$ cat src/rtl/alu_pkg.sv
// Shared opcode definitions for the 32-bit execute-stage ALU.
package alu_pkg;

    typedef logic [3:0] alu_op_t;

    localparam alu_op_t ALU_AND  = 4'b0000;
    localparam alu_op_t ALU_OR   = 4'b0001;
    localparam alu_op_t ALU_NOR  = 4'b0101;
    localparam alu_op_t ALU_ADD  = 4'b0010;
    localparam alu_op_t ALU_ADDU = 4'b1010;
    localparam alu_op_t ALU_SUB  = 4'b0110;
    localparam alu_op_t ALU_SUBU = 4'b1110;
    localparam alu_op_t ALU_SLT  = 4'b0111;
    localparam alu_op_t ALU_SLTU = 4'b1111;
    localparam alu_op_t ALU_SLL  = 4'b1000;
    localparam alu_op_t ALU_SRL  = 4'b1001;

endpackage

$ cat src/rtl/bit32_addsub.sv
// 32-bit adder/subtractor shared by all arithmetic and compare operations.
module bit32_addsub (
    input  logic [31:0] a,
    input  logic [31:0] b,
    input  logic        sub,
    output logic [31:0] sum,
    output logic        cout,
    output logic        ovf
);

    logic [31:0] b_eff_s;
    logic [32:0] full_s;

    // Subtraction is a + ~b + 1, so the carry out means "no borrow".
    assign b_eff_s = sub ? ~b : b;
    assign full_s  = {1'b0, a} + {1'b0, b_eff_s} + {32'd0, sub};
    assign sum     = full_s[31:0];
    assign cout    = full_s[32];
    assign ovf     = (a[31] == b_eff_s[31]) && (sum[31] != a[31]);

endmodule

$ cat src/rtl/bit32_alu_sync.sv
// Registered 32-bit ALU: combinational op mux feeding one output register stage.
module bit32_alu_sync
    import alu_pkg::*;
(
    input  logic        clk,
    input  logic        rst,
    input  alu_op_t     ALUop,
    input  logic [31:0] a,
    input  logic [31:0] b,
    output logic [31:0] r,
    output logic        Z,
    output logic        V,
    output logic        CarryOut
);

    logic        sub_s;
    logic [31:0] sum_s;
    logic        cout_s;
    logic        ovf_s;
    logic [31:0] res_s;
    logic        v_s;
    logic        c_s;

    // Adder runs in subtract mode for SUB/SUBU and both compares.
    always_comb begin
        sub_s = 1'b0;
        case (ALUop)
            ALU_SUB, ALU_SUBU, ALU_SLT, ALU_SLTU: sub_s = 1'b1;
            default:                              sub_s = 1'b0;
        endcase
    end

    bit32_addsub u_addsub (
        .a    (a),
        .b    (b),
        .sub  (sub_s),
        .sum  (sum_s),
        .cout (cout_s),
        .ovf  (ovf_s)
    );

    // Result and flag selection; SLT uses sign XOR overflow so it stays correct on overflow.
    always_comb begin
        res_s = 32'd0;
        v_s   = 1'b0;
        c_s   = 1'b0;
        case (ALUop)
            ALU_AND:  res_s = a & b;
            ALU_OR:   res_s = a | b;
            ALU_NOR:  res_s = ~(a | b);
            ALU_ADD, ALU_SUB: begin
                res_s = sum_s;
                v_s   = ovf_s;
                c_s   = cout_s;
            end
            ALU_ADDU, ALU_SUBU: begin
                res_s = sum_s;
                c_s   = cout_s;
            end
            ALU_SLT:  res_s = {31'd0, sum_s[31] ^ ovf_s};
            ALU_SLTU: res_s = {31'd0, ~cout_s};
            ALU_SLL:  res_s = a << b[4:0];
            ALU_SRL:  res_s = a >> b[4:0];
            default: begin
                res_s = 32'd0;
                v_s   = 1'b0;
                c_s   = 1'b0;
            end
        endcase
    end

    // Output register stage; reset wins over any operation sampled on the same edge.
    always_ff @(posedge clk) begin
        if (rst) begin
            r        <= 32'd0;
            Z        <= 1'b0;
            V        <= 1'b0;
            CarryOut <= 1'b0;
        end else begin
            r        <= res_s;
            Z        <= (res_s == 32'd0);
            V        <= v_s;
            CarryOut <= c_s;
        end
    end

endmodule

$ cat config.mk
export PLATFORM = sky130hd
export DESIGN_NAME = bit32_alu_sync
export DESIGN_NICKNAME = d
export VERILOG_FILES = /design/src/rtl/alu_pkg.sv /design/src/rtl/bit32_addsub.sv /design/src/rtl/bit32_alu_sync.sv
export SDC_FILE = /design/constraint.sdc
export NUM_CORES = 1
export LEC_CHECK = 0
export CAP_MARGIN = 10
export CORE_UTILIZATION = 35
export DETAILED_ROUTE_END_ITERATION = 8
export PLACE_DENSITY = 0.65
export SLEW_MARGIN = 20
export SYNTH_ARGS = -nofsm -noshare
export SYNTH_HDL_FRONTEND = slang
export SYNTH_HIERARCHICAL = 1
export SYNTH_SLANG_ARGS = --single-unit
$ cat constraint.sdc
create_clock -name clk -period 9.27 [get_ports clk]
set_clock_uncertainty 0.1 [all_clocks]
set_input_delay 0.927 -clock clk [delete_from_list [all_inputs] [get_ports clk]]
set_output_delay 0.927 -clock clk [all_outputs]
set_load 0.01 [all_outputs]
==> results by group <==
Outcome
  • Status: completed

Yosys
  • Synth top area cells: mux4_2 (11%), dfxtp_1 (8.5%), mux2i_1 (8.1%)
  • Mapped Nets: 1198
  • Ys Warns: 6
  • Number of enable flip-flop cells after synthesis: 0
  • Mapped Cells: ~1100
  • Ys flop type: dfxtp_1
  • Post-synth top area cell: mux4_2
  • Area share of the largest cell type after synthesis: between 10% and 20%
  • Register area share after synthesis: ~8.5%
  • Synth Cell Area: approximately 8000 µm²
  • Synth cell types: 99
  • Async S/R FF share, synth: 0%
  • Yosys reg bits: 35
  • Avg Inst Size Synth: approximately 7.5 µm²

Power and ir drop
  • Sequential share of power: about 17%
  • Clock network fraction of design power: between 15 and 20%
  • Peak VDD IR: roughly 0.095 mV
  • Switching pwr: ~0.00046 W
  • Int Power: between 0.0005 and 0.0006 W
  • Sw frac: roughly 47%
  • Comb power frac: 66.4%
  • PwrDens: a little over 100 nW/µm²
  • Leak: about 3.5 nW

Layout
  • Most common cell after layout, fill and taps aside: nand2_1
  • Finished Layout Cells: around 1400
  • Most frequent cells in the layout: nand2_1 (116), clkdlybuf4s50_1 (100), nor2_1 (98)
  • P&R area growth vs syn: 14.1%
  • Fillers: roughly 2400
  • Fin area: 9400 µm²
  • Share of cells above drive strength 1: about 12%
  • Final nets: about 1200

Critical path
  • Max FO, Critical Path: 33
  • Top delay family on crit path: simple AND/OR/NAND/NOR gates
  • Critical path type: input port to flip-flop
  • Worst Path Arrival: between 6000 and 7000 ps
  • Worst Path Buf+Inv: 2
  • CP startpoint kind: input port
  • Worst path cell trace: clkdlybuf4s50_1 > and2_2 > xor2_1 > inv_1 > fa_1 > nand2b_1 > a21oi_2 > o31a_1 > o41ai_4 > o221ai_2 > a41oi_4 > xnor2_1 > nand2_1 > o221a_2 > o311ai_0 > a211oi_1 > nand4_1 > or4_1 > nor4_2
  • Critical path's largest stage delay: slightly above 1000 ps
  • CP Capture Type: flip-flop
  • CP required: approximately 9400 ps
  • Critical path's slowest cell: clkdlybuf4s50_1

Routing
  • Pre-Repair DR Iteration Count: 6
  • Initial DRC count: between 1000 and 1500
  • DR vias: between 9000 and 10000
  • DR DRC count: 0
  • Vias per Instance: approximately 6.7
  • WL/cell: about 26 µm
  • Wirelength, routed: 37.0 mm
  • Antenna Nets Post-Route: 0

Timing
  • Relative slew slack: 29.5%
  • Final setup violation count: 0
  • WHS: ~1400 ps
  • Slew of the pin with the lowest slew margin: between 1000 and 1500 ps
  • FMAX: approximately 150 MHz
  • TNS Setup: 0 ps
  • RSZ-0062 raised after global routing: no
  • Period utilisation layout: 73.9%
  • Fin. max-slew vios: 0
  • Hold Vio Cnt, Final: 0
  • Tmin final: between 6000 and 7000 ps

Global routing
  • First-pass GRT wire length: about 56 mm
  • Grt ovf: 0
  • Largest net degree at the start of global routing: 70
  • M2 GR Usage: 47.2%
  • Initial antenna violation count: 0
  • Vias in the first global route: about 8900
  • Met1 Track Usage GR: slightly above 40%
  • GRT Total Usage: a little under a third
  • Met3 usage in global routing: roughly 4.4%
  • GR peak layer: met2

Clock tree
  • Clock net sink count: 35
  • Clk Tree Root Cell: clkbuf_16
  • Post-CTS Resized: 0
  • H-tree depth: 2
  • Inserted Clock Buffers: 5
  • Hold-fix buffers at CTS: 0
  • Post-CTS Setup Repair Bufs: 0
  • TritonCTS clock tree: yes
  • Clock tree buffer depth: 2
  • Worst-path clk slew: around 60 ps

Run
  • Max-cap violations: 0

Placement
  • Port-buffer cells: ~100
  • Placed inst area: around 9200 µm²
  • GPL Wtd Cong: 1.06
  • Placed Cells incl. Taps: 1423
  • DP HPWL: 27.8 mm

Die
  • DIE AREA: approximately 24000 µm²
  • Die extent in y: roughly 160 µm
  • Initial core utilization: between 30% and 40%
  • Placement row count: 55
  • Chip width: 155 µm
  • # IOs: about 110
  • Core Footprint: roughly 23000 µm²

Worst hold path
  • Endpoint, Worst Hold: r[6]
  • HP Start: rst
  • Worst hold path class: input port to flip-flop
  • Hold Path Cell Cnt: 3
==> routing by layer <==
metal | share of wire, % | wire length, µm | vias to the layer above
met5 | 0 | 0 | -
met4 | 5.4 | 2000 | 0
met3 | 10 | 3710 | 128
met2 | 44 | 16200 | 683
met1 | 41 | 15100 | 4522
li1 | - | - | 4191
==> how the worst max path moves through the flow <==
| stage | cells past startpoint | start | slack (ps) | endpoint |
|---|---|---|---|---|
| floorplan | 21 | ALUop[2] | 3780 | Z |
| global placement | 18 | ALUop[2] | 2370 | Z |
| detailed placement | 19 | ALUop[2] | 2240 | Z |
| CTS | 19 | ALUop[2] | 2510 | Z |
| global route | 19 | ALUop[2] | 2050 | Z |
| finish | 19 | ALUop[2] | 2420 | Z |
==> cell families (layout without fill, tap and decap cells) <==
kind of cell	after synthesis	count (layout)	share of synthesized area, %
AO/OA/AOI/OAI	315	315	26.5
adder cells (fa/ha/maj)	38	38	5.68
multiplexers	131	131	22.7
buffers and inverters	124	146	7.28
XOR/XNOR	55	55	5.84
other	0	1	0
AND/OR/NAND/NOR	398	398	23.6
flip-flops	35	35	8.50
==> final cells by class <==
cell class                      instances  area (µm²)  share of cell area [%]
Tap cell                              313         392                    4.17
Clock inverter                          3        20.0                   0.213
Timing Repair Buffer                  117        1120                    11.9
Multi-Input combinational cell        937        6960                    74.1
Antenna cell                            1        2.50                  0.0266
Inverter                               21        78.8                   0.838
Sequential cell                        35         701                    7.45
Clock buffer                            5         125                    1.33
==> tightest hold or removal path, cell delays in order <==
cell	delay [ps]
clkdlybuf4s50_1	400
buf_4	240
nor2_1	120
==> synth_stat cells (all sizes together) (16+ instances only) <==
cell	n
buf	42
mux2	23
dfxtp	35
xnor2	16
mux4	41
nor2	99
o21ai	59
nand4	17
xor2	39
a211oi	19
nor3	36
nor2b	16
mux2i	67
clkbuf	61
inv	20
o22ai	23
nand3	39
nand2	118
ha	31
o211ai	17
a21oi	83
==> registers in the layout, indices dropped and copies added (netlist names) <==
signal	count
CarryOut	1
V	1
Z	1
r	32
==> stage by stage <==
stage          worst slack, ps  power [W]  util [%]
3_3_place_gp              2370   0.000795      40.5
6_report                  2420   0.000977      41.2
2_1_floorplan             3780   0.000596         -
4_1_cts                   2510   0.000958      41.1
5_1_grt                   2050    0.00103      41.1
3_5_place_dp              2240   0.000795      40.5
==> power groups by stage <==
stage	clock [W]	combinational (W)	sequential (W)
5_1_grt	0.000173	0.000690	0.000168
3_3_place_gp	0	0.000625	0.000170
3_5_place_dp	0	0.000625	0.000170
4_1_cts	0.000164	0.000628	0.000167
2_1_floorplan	0	0.000419	0.000177
6_report	0.000161	0.000649	0.000167
Power figures use the tool's default switching activity.
